$ cat config.mk
export PLATFORM = sky130hd
export DESIGN_NAME = mem_stage
export DESIGN_NICKNAME = d
export VERILOG_FILES = /design/src/rtl/mem_stage.sv
export SDC_FILE = /design/constraint.sdc
export NUM_CORES = 1
export LEC_CHECK = 0
export BUFFER_PORTS_ARGS = -buffer_cell sky130_fd_sc_hd__buf_2
export CORE_AREA = 4 4 170 172
export CTS_CLUSTER_DIAMETER = 60
export DETAILED_ROUTE_END_ITERATION = 10
export DIE_AREA = 0 0 174 176
export PLACE_DENSITY_LB_ADDON = 0.08
export SYNTH_ARGS = -nofsm -noshare
export SYNTH_HDL_FRONTEND = slang
export SYNTH_SLANG_ARGS = --single-unit
export TNS_END_PERCENT = 10
$ cat constraint.sdc
create_clock -name clk -period 5.4 [get_ports clk]
set_input_delay 0 -clock clk [delete_from_list [all_inputs] [get_ports clk]]
set_output_delay 0 -clock clk [all_outputs]
set_load 0.01 [all_outputs]
$ cat src/rtl/mem_stage.sv
// mem_stage: MEM stage of the 5-stage MIPS pipeline.
//   Holds the EX/MEM pipeline register, resolves branches (pcsrc) and runs loads/stores
//   over a req/ack data-memory port that may insert wait states, stalling the pipeline
//   while an access is outstanding. Keeps sticky error flags and monitoring counters.
// Ports:
//   clk, reset                     clock (rising edge), synchronous active-high reset
//   *_ex, flush_mem                instruction fields from EX; flush inserts a bubble
//   mem_req/we/addr/wdata/ack/rdata data-memory handshake
//   stall_mem                      hold IF/ID/EX and the EX/MEM register
//   pcsrc, pc_branch_mem           branch taken and its target
//   ULAout_mem, write_reg_mem      registered ALU result / destination (also to forwarding)
//   regwrite_mem, memtoreg_mem     control to MEM/WB
//   readdata_mem                   load data to MEM/WB
//   mem_error, align_error         sticky timeout / misalignment flags
//   load_count ... branch_taken_count  wrapping 32-bit monitoring counters
module mem_stage #(
   parameter int unsigned TIMEOUT  = 16,
   parameter logic [31:0] ERR_DATA = 32'h0000_0000
) (
   input  logic        clk,
   input  logic        reset,
   input  logic [31:0] ULAout_ex,
   input  logic [31:0] write_data_ex,
   input  logic [4:0]  write_reg_ex,
   input  logic [31:0] pc_branch_ex,
   input  logic        zero_ex,
   input  logic        regwrite_ex,
   input  logic        memtoreg_ex,
   input  logic        memwrite_ex,
   input  logic        branch_ex,
   input  logic        flush_mem,
   output logic        mem_req,
   output logic        mem_we,
   output logic [31:0] mem_addr,
   output logic [31:0] mem_wdata,
   input  logic        mem_ack,
   input  logic [31:0] mem_rdata,
   output logic        stall_mem,
   output logic        pcsrc,
   output logic [31:0] pc_branch_mem,
   output logic [31:0] ULAout_mem,
   output logic [4:0]  write_reg_mem,
   output logic        regwrite_mem,
   output logic        memtoreg_mem,
   output logic [31:0] readdata_mem,
   output logic        mem_error,
   output logic        align_error,
   output logic [31:0] load_count,
   output logic [31:0] store_count,
   output logic [31:0] wait_cycles,
   output logic [31:0] branch_taken_count
);

   typedef enum logic [1:0] {StIdle, StBusy, StAbort} state_e;

   // EX/MEM register
   logic [31:0] ula_q, wdata_q, pcb_q;
   logic [4:0]  wreg_q;
   logic        zero_q, regwrite_q, memtoreg_q, memwrite_q, branch_q;

   state_e      state_q, state_d;
   logic [7:0]  wait_q, wait_d;
   logic        mem_error_q, align_error_q;
   logic [31:0] load_cnt_q, store_cnt_q, wait_cnt_q, br_cnt_q;

   logic mem_op, misaligned, done, abort;

   assign mem_op     = memtoreg_q | memwrite_q;
   assign misaligned = mem_op & (ula_q[1:0] != 2'b00);

   always_ff @(posedge clk) begin
      if (reset) begin
         ula_q      <= '0;
         wdata_q    <= '0;
         pcb_q      <= '0;
         wreg_q     <= '0;
         zero_q     <= 1'b0;
         regwrite_q <= 1'b0;
         memtoreg_q <= 1'b0;
         memwrite_q <= 1'b0;
         branch_q   <= 1'b0;
      end else if (!stall_mem) begin
         ula_q      <= ULAout_ex;
         wdata_q    <= write_data_ex;
         pcb_q      <= pc_branch_ex;
         wreg_q     <= write_reg_ex;
         zero_q     <= zero_ex;
         // A flush only kills the control bits; data fields are don't-care in a bubble.
         regwrite_q <= regwrite_ex & ~flush_mem;
         memtoreg_q <= memtoreg_ex & ~flush_mem;
         memwrite_q <= memwrite_ex & ~flush_mem;
         branch_q   <= branch_ex   & ~flush_mem;
      end
   end

   // Access FSM. wait_q counts stall cycles of the current access; the access is abandoned
   // after TIMEOUT stall cycles so the instruction is still held during the ABORT cycle.
   always_comb begin
      state_d   = state_q;
      wait_d    = wait_q;
      mem_req   = 1'b0;
      stall_mem = 1'b0;
      done      = 1'b0;
      abort     = 1'b0;
      unique case (state_q)
         StIdle: begin
            mem_req = mem_op & ~misaligned;
            if (mem_req) begin
               if (mem_ack) begin
                  done = 1'b1;
               end else begin
                  stall_mem = 1'b1;
                  state_d   = StBusy;
                  wait_d    = 8'd1;
               end
            end
         end
         StBusy: begin
            mem_req = 1'b1;
            if (mem_ack) begin
               done    = 1'b1;
               state_d = StIdle;
               wait_d  = '0;
            end else begin
               stall_mem = 1'b1;
               wait_d    = wait_q + 8'd1;
               if (wait_q == 8'(TIMEOUT - 1)) state_d = StAbort;
            end
         end
         StAbort: begin
            abort   = 1'b1;
            state_d = StIdle;
            wait_d  = '0;
         end
         default: begin
            state_d = StIdle;
            wait_d  = '0;
         end
      endcase
   end

   always_ff @(posedge clk) begin
      if (reset) begin
         state_q       <= StIdle;
         wait_q        <= '0;
         mem_error_q   <= 1'b0;
         align_error_q <= 1'b0;
         load_cnt_q    <= '0;
         store_cnt_q   <= '0;
         wait_cnt_q    <= '0;
         br_cnt_q      <= '0;
      end else begin
         state_q       <= state_d;
         wait_q        <= wait_d;
         mem_error_q   <= mem_error_q | abort;
         align_error_q <= align_error_q | misaligned;
         if (done && memtoreg_q) load_cnt_q <= load_cnt_q + 32'd1;
         if (done && memwrite_q) store_cnt_q <= store_cnt_q + 32'd1;
         if (stall_mem) wait_cnt_q <= wait_cnt_q + 32'd1;
         if (pcsrc && !stall_mem) br_cnt_q <= br_cnt_q + 32'd1;
      end
   end

   always_comb begin
      readdata_mem = '0;
      if (misaligned || (abort && memtoreg_q)) begin
         readdata_mem = ERR_DATA;
      end else if (mem_req && mem_ack && memtoreg_q) begin
         readdata_mem = mem_rdata;
      end
   end

   assign mem_we             = mem_req & memwrite_q;
   assign mem_addr           = {ula_q[31:2], 2'b00};
   assign mem_wdata          = wdata_q;
   assign pcsrc              = branch_q & zero_q;
   assign pc_branch_mem      = pcb_q;
   assign ULAout_mem         = ula_q;
   assign write_reg_mem      = wreg_q;
   assign regwrite_mem       = regwrite_q & ~misaligned & ~abort;
   assign memtoreg_mem       = memtoreg_q;
   assign mem_error          = mem_error_q;
   assign align_error        = align_error_q;
   assign load_count         = load_cnt_q;
   assign store_count        = store_cnt_q;
   assign wait_cycles        = wait_cnt_q;
   assign branch_taken_count = br_cnt_q;

endmodule

==> impl_results.html <==
<table>
<tr><th>Metric</th><th>Value</th></tr>
<tr><th colspan="2">Run status</th></tr>
<tr><td>Status</td><td>completed</td></tr>
<tr><th colspan="2">Timing</th></tr>
<tr><td>Worst hold-check slack</td><td>0.238 ns</td></tr>
<tr><td>Part of the cycle the worst path needs</td><td>0.685</td></tr>
<tr><td>RSZ-0062 raised after global routing</td><td>false</td></tr>
<tr><td>Max-slew violation total from the final report</td><td>0</td></tr>
<tr><td>Setup Viol. Count Final</td><td>0</td></tr>
<tr><td>Min Tclk post-route</td><td>3.70 ns</td></tr>
<tr><td>Max transition margin</td><td>0.293</td></tr>
<tr><td>Clock Skew</td><td>0.0127 ns</td></tr>
<tr><td>Final hold vios</td><td>0</td></tr>
<tr><td>Fmax</td><td>0.270 GHz</td></tr>
<tr><td>Tightest Pin Transition</td><td>1.06 ns</td></tr>
<tr><td>Post-route setup TNS</td><td>0 ns</td></tr>
<tr><th colspan="2">Synth</th></tr>
<tr><td>Number of enable flip-flop cells after synthesis</td><td>0</td></tr>
<tr><td>Post-Syn Instances</td><td>1315</td></tr>
<tr><td>Top_reg_cell synth</td><td>sky130_fd_sc_hd__dfxtp_1</td></tr>
<tr><td>Largest cells by area after synthesis</td><td>sky130_fd_sc_hd__dfxtp_1 46%, sky130_fd_sc_hd__nand2_1 9.1%, sky130_fd_sc_hd__a21oi_1 6.8%</td></tr>
<tr><td>Count leader, synth</td><td>sky130_fd_sc_hd__nand2_1</td></tr>
<tr><td>YS warnings</td><td>0</td></tr>
<tr><td>Netlist cell types</td><td>54</td></tr>
<tr><td>Area of the mapped netlist</td><td>10600 um^2</td></tr>
<tr><td>Share of flip-flops with an asynchronous set or reset after synthesis</td><td>0</td></tr>
<tr><td>Sequential fraction of the synthesis area</td><td>0.463</td></tr>
<tr><td>Area share of the largest cell type after synthesis</td><td>0.463</td></tr>
<tr><td>Average instance area after synthesis</td><td>8.08 um^2</td></tr>
<tr><td>Post-synth top area cell</td><td>sky130_fd_sc_hd__dfxtp_1</td></tr>
<tr><td>Synth Register Bits</td><td>246</td></tr>
<tr><td>Synth cell count leaders</td><td>257 x sky130_fd_sc_hd__nand2_1, 246 x sky130_fd_sc_hd__dfxtp_1, 145 x sky130_fd_sc_hd__a21oi_1</td></tr>
<tr><th colspan="2">Clock tree</th></tr>
<tr><td>Insertion delay to the later sink of the worst-skew pair</td><td>0.55 ns</td></tr>
<tr><td>Number of CTS-inserted buffers</td><td>31</td></tr>
<tr><td>Reg clk slew, reported paths</td><td>0.06 ns</td></tr>
<tr><td>H-Tree Level Count</td><td>1</td></tr>
<tr><td>CTS tree</td><td>done</td></tr>
<tr><td>Number of gates resized after CTS</td><td>0</td></tr>
<tr><td>Maximum number of buffers from clock root to sink</td><td>3</td></tr>
<tr><td>Number of hold-repair buffers added at the cts stage</td><td>113</td></tr>
<tr><td>Post-CTS Setup Repair Bufs</td><td>0</td></tr>
<tr><td>CTS Sinks</td><td>246</td></tr>
<tr><td>Root Driver</td><td>sky130_fd_sc_hd__clkbuf_16</td></tr>
<tr><th colspan="2">Place</th></tr>
<tr><td>Final Wtd Congestion</td><td>0.828</td></tr>
<tr><td>DP HPWL</td><td>24.7 mm</td></tr>
<tr><td>Port Buffers</td><td>440</td></tr>
<tr><th colspan="2">Worst setup path</th></tr>
<tr><td>Kind of critical path</td><td>reg2out</td></tr>
<tr><td>Crit path from</td><td>ULAout_mem[0]</td></tr>
<tr><td>Critical Path End Type</td><td>output port</td></tr>
<tr><td>Arrival time of the worst setup path</td><td>3.70 ns</td></tr>
<tr><td>Data required, critical path</td><td>5.40 ns</td></tr>
<tr><td>Critical Path Start Type</td><td>flop</td></tr>
<tr><td>Maximum fanout along the worst path</td><td>67</td></tr>
<tr><td>Launch instance of the worst register-to-register path</td><td>ULAout_mem[0]</td></tr>
<tr><th colspan="2">Floorplanning</th></tr>
<tr><td>Initial core utilization</td><td>0.387</td></tr>
<tr><td>Full die area</td><td>30600 um^2</td></tr>
<tr><td>Die Wd</td><td>174 um</td></tr>
<tr><td>Chip Height</td><td>176 um</td></tr>
<tr><td>Placeable core region</td><td>27500 um^2</td></tr>
<tr><td>IO Count</td><td>443</td></tr>
<tr><td># rows</td><td>61</td></tr>
<tr><th colspan="2">Cells and area</th></tr>
<tr><td>Area growth syn-to-layout</td><td>40.7%</td></tr>
<tr><td>Number of filler instances in the final layout</td><td>2626</td></tr>
<tr><td>Fraction of layout cells with a size suffix above 1</td><td>0.281</td></tr>
<tr><td>Net count reported at finish</td><td>1945</td></tr>
<tr><th colspan="2">Drt</th></tr>
<tr><td>DR iter-0 viols</td><td>556</td></tr>
<tr><td>DRT Wirelength</td><td>35.4 mm</td></tr>
<tr><td>Drt pass-1 iters</td><td>5</td></tr>
<tr><td>Routed wirelength normalized by instance count</td><td>16.3 um</td></tr>
<tr><td>DRC violation count after routing</td><td>0</td></tr>
<tr><td>Vias post-DR</td><td>10925</td></tr>
<tr><td>Detailed-route vias per instance</td><td>5.04</td></tr>
<tr><td>Antenna Violating Nets Remaining</td><td>0</td></tr>
<tr><th colspan="2">GRT</th></tr>
<tr><td>Number of antenna violations at the first check in global routing</td><td>1</td></tr>
<tr><td>GRT Resource Usage Total</td><td>0.218</td></tr>
<tr><td>Total grt overflow</td><td>0</td></tr>
<tr><td>Largest net degree at the start of global routing</td><td>99</td></tr>
<tr><td>Via count of the first global-routing pass</td><td>10611</td></tr>
<tr><td>First-pass GRT wire length</td><td>56.2 mm</td></tr>
<tr><th colspan="2">Job</th></tr>
<tr><td>Maxcap violations</td><td>0</td></tr>
<tr><th colspan="2">Power and ir drop</th></tr>
<tr><td>Reg power frac</td><td>0.432</td></tr>
<tr><td>Internal cell power</td><td>3360 uW</td></tr>
<tr><td>Worst-case vdd ir drop</td><td>0.000184 V</td></tr>
<tr><td>Switch share</td><td>0.240</td></tr>
<tr><td>Clk network pwr share</td><td>0.474</td></tr>
<tr><td>Total power per unit cell area</td><td>296 nW/um^2</td></tr>
<tr><td>Reported leakage power</td><td>0.00678 uW</td></tr>
<tr><td>Sw Pwr</td><td>1060 uW</td></tr>
<tr><td>Share of power burned in combinational logic</td><td>0.094</td></tr>
<tr><th colspan="2">Hold path</th></tr>
<tr><td>Hold WC Path Type</td><td>in2reg</td></tr>
<tr><td>Beginning of the worst hold path</td><td>ULAout_ex[10]</td></tr>
</table>
[metrics by stage]
| stage | cell area, um^2 | util | std cells | power [uW] | worst slack (ns) |
|---|---|---|---|---|---|
| after CTS | 15000 | 0.544 | 2166 | 4480 | 1.61 |
| after global routing | 15000 | 0.544 | 2167 | 4600 | 1.45 |
| after global placement | 12800 | 0.465 | 1998 | 2300 | 2.17 |
| after detailed placement | 12800 | 0.465 | 1998 | 2300 | 2.07 |
| final | 15000 | 0.544 | 2167 | 4420 | 1.70 |
| after floorplan | 10600 | - | 1316 | 2140 | 3.04 |
[area by class of cell]
cell class / instances / area [um^2] / area share
antenna: 1 / 2.50 / 0.000167
clock buffer: 42 / 857 / 0.0573
clock inverter: 13 / 183 / 0.0122
inverter: 16 / 61.3 / 0.00410
multi-input combinational: 943 / 5100 / 0.341
sequential: 246 / 4920 / 0.329
tap: 346 / 433 / 0.0290
timing repair buffer: 560 / 3390 / 0.227
[placed cells by master (no fill, tap or decap), types with 2 or more instances in the layout]
master	synthesis	routed
sky130_fd_sc_hd__buf_4	33	7
sky130_fd_sc_hd__clkbuf_8	0	4
sky130_fd_sc_hd__and3b_1	2	2
sky130_fd_sc_hd__or3_1	25	25
sky130_fd_sc_hd__nand4_2	2	2
sky130_fd_sc_hd__dlygate4sd3_1	0	113
sky130_fd_sc_hd__or2_2	3	3
sky130_fd_sc_hd__nor2_1	110	109
sky130_fd_sc_hd__bufinv_16	0	4
sky130_fd_sc_hd__nand4_1	49	49
sky130_fd_sc_hd__xor2_1	32	32
sky130_fd_sc_hd__nor4b_1	2	2
sky130_fd_sc_hd__inv_6	0	2
sky130_fd_sc_hd__clkbuf_16	0	31
sky130_fd_sc_hd__mux2_2	2	2
sky130_fd_sc_hd__nor2b_1	4	4
sky130_fd_sc_hd__mux2i_1	2	2
sky130_fd_sc_hd__a21oi_1	145	145
sky130_fd_sc_hd__dfxtp_1	246	246
sky130_fd_sc_hd__nand2_1	257	256
sky130_fd_sc_hd__o31ai_1	5	5
sky130_fd_sc_hd__xnor2_1	64	64
sky130_fd_sc_hd__and4_1	12	12
sky130_fd_sc_hd__or4_1	8	8
sky130_fd_sc_hd__clkbuf_1	70	7
sky130_fd_sc_hd__and3_1	48	48
sky130_fd_sc_hd__and2_1	11	11
sky130_fd_sc_hd__conb_1	1	2
sky130_fd_sc_hd__clkinv_2	0	6
sky130_fd_sc_hd__ha_1	5	5
sky130_fd_sc_hd__nor4_1	31	31
sky130_fd_sc_hd__o31a_1	3	3
sky130_fd_sc_hd__o21ba_2	2	2
sky130_fd_sc_hd__nand4b_1	2	2
sky130_fd_sc_hd__nor3_1	30	30
sky130_fd_sc_hd__inv_1	15	15
sky130_fd_sc_hd__nand3_1	37	37
sky130_fd_sc_hd__nand3b_1	4	4
sky130_fd_sc_hd__o21ai_0	28	28
sky130_fd_sc_hd__buf_2	1	439
[per-layer routing]
layer / vias up / wire length (um) / global-route usage
met5: - / 0 / 0
met4: 0 / 1180 / 0.0666
met3: 76 / 2280 / 0.0501
met2: 337 / 17300 / 0.383
met1: 5059 / 14600 / 0.267
li1: 5453 / - / -
[critical path, stage by stage (launching register included)]
cell,delay [ns]
sky130_fd_sc_hd__dfxtp_1,0.34
sky130_fd_sc_hd__or2_2,0.37
sky130_fd_sc_hd__o21ai_0,0.38
sky130_fd_sc_hd__nand2_4,0.40
sky130_fd_sc_hd__clkinv_2,0.84
sky130_fd_sc_hd__buf_4,0.54
sky130_fd_sc_hd__buf_2,0.22
[power by group through the flow]
stage / Clock [uW] / Combinational (uW) / Sequential (uW)
after floorplan: 0 / 171 / 1970
after global placement: 0 / 351 / 1950
after detailed placement: 0 / 351 / 1950
after CTS: 2150 / 419 / 1910
after global routing: 2220 / 454 / 1920
final: 2100 / 414 / 1910
[registers in the layout (all words and copies together), names as in the netlist]
signal and count:
pc_branch_mem 32, load_count 32, regwrite_q 1, branch_q 1, align_error 1, store_count 32
mem_error 1, write_reg_mem 5, wait_q 8, memtoreg_mem 1, zero_q 1, state_q 2
ULAout_mem 32, mem_wdata 32, wait_cycles 32, branch_taken_count 32, memwrite_q 1
[cells by family (layout without fill, tap and decap cells)]
group,Yosys count,after routing,synth area share
xor gates and xnor gates,96,96,0.0791
and+or+nand+nor,644,644,0.293
buffers and inverters,127,631,0.0578
DFF,246,246,0.463
muxes,4,4,0.00400
adders and majority gates,5,5,0.00589
other,1,3,0.000353
AOI/OAI and AO/OA,192,192,0.0960
[path summary, 6_finish.rpt]
check / slack, ns / end / cells past startpoint
min: 0.24 / ULAout_mem[10] / 4
min reg2reg: 0.44 / branch_q / 2
max reg2reg: 1.90 / memwrite_q / 8
max: 1.70 / stall_mem / 6
No activity file was read; power rests on OpenSTA's default activity.
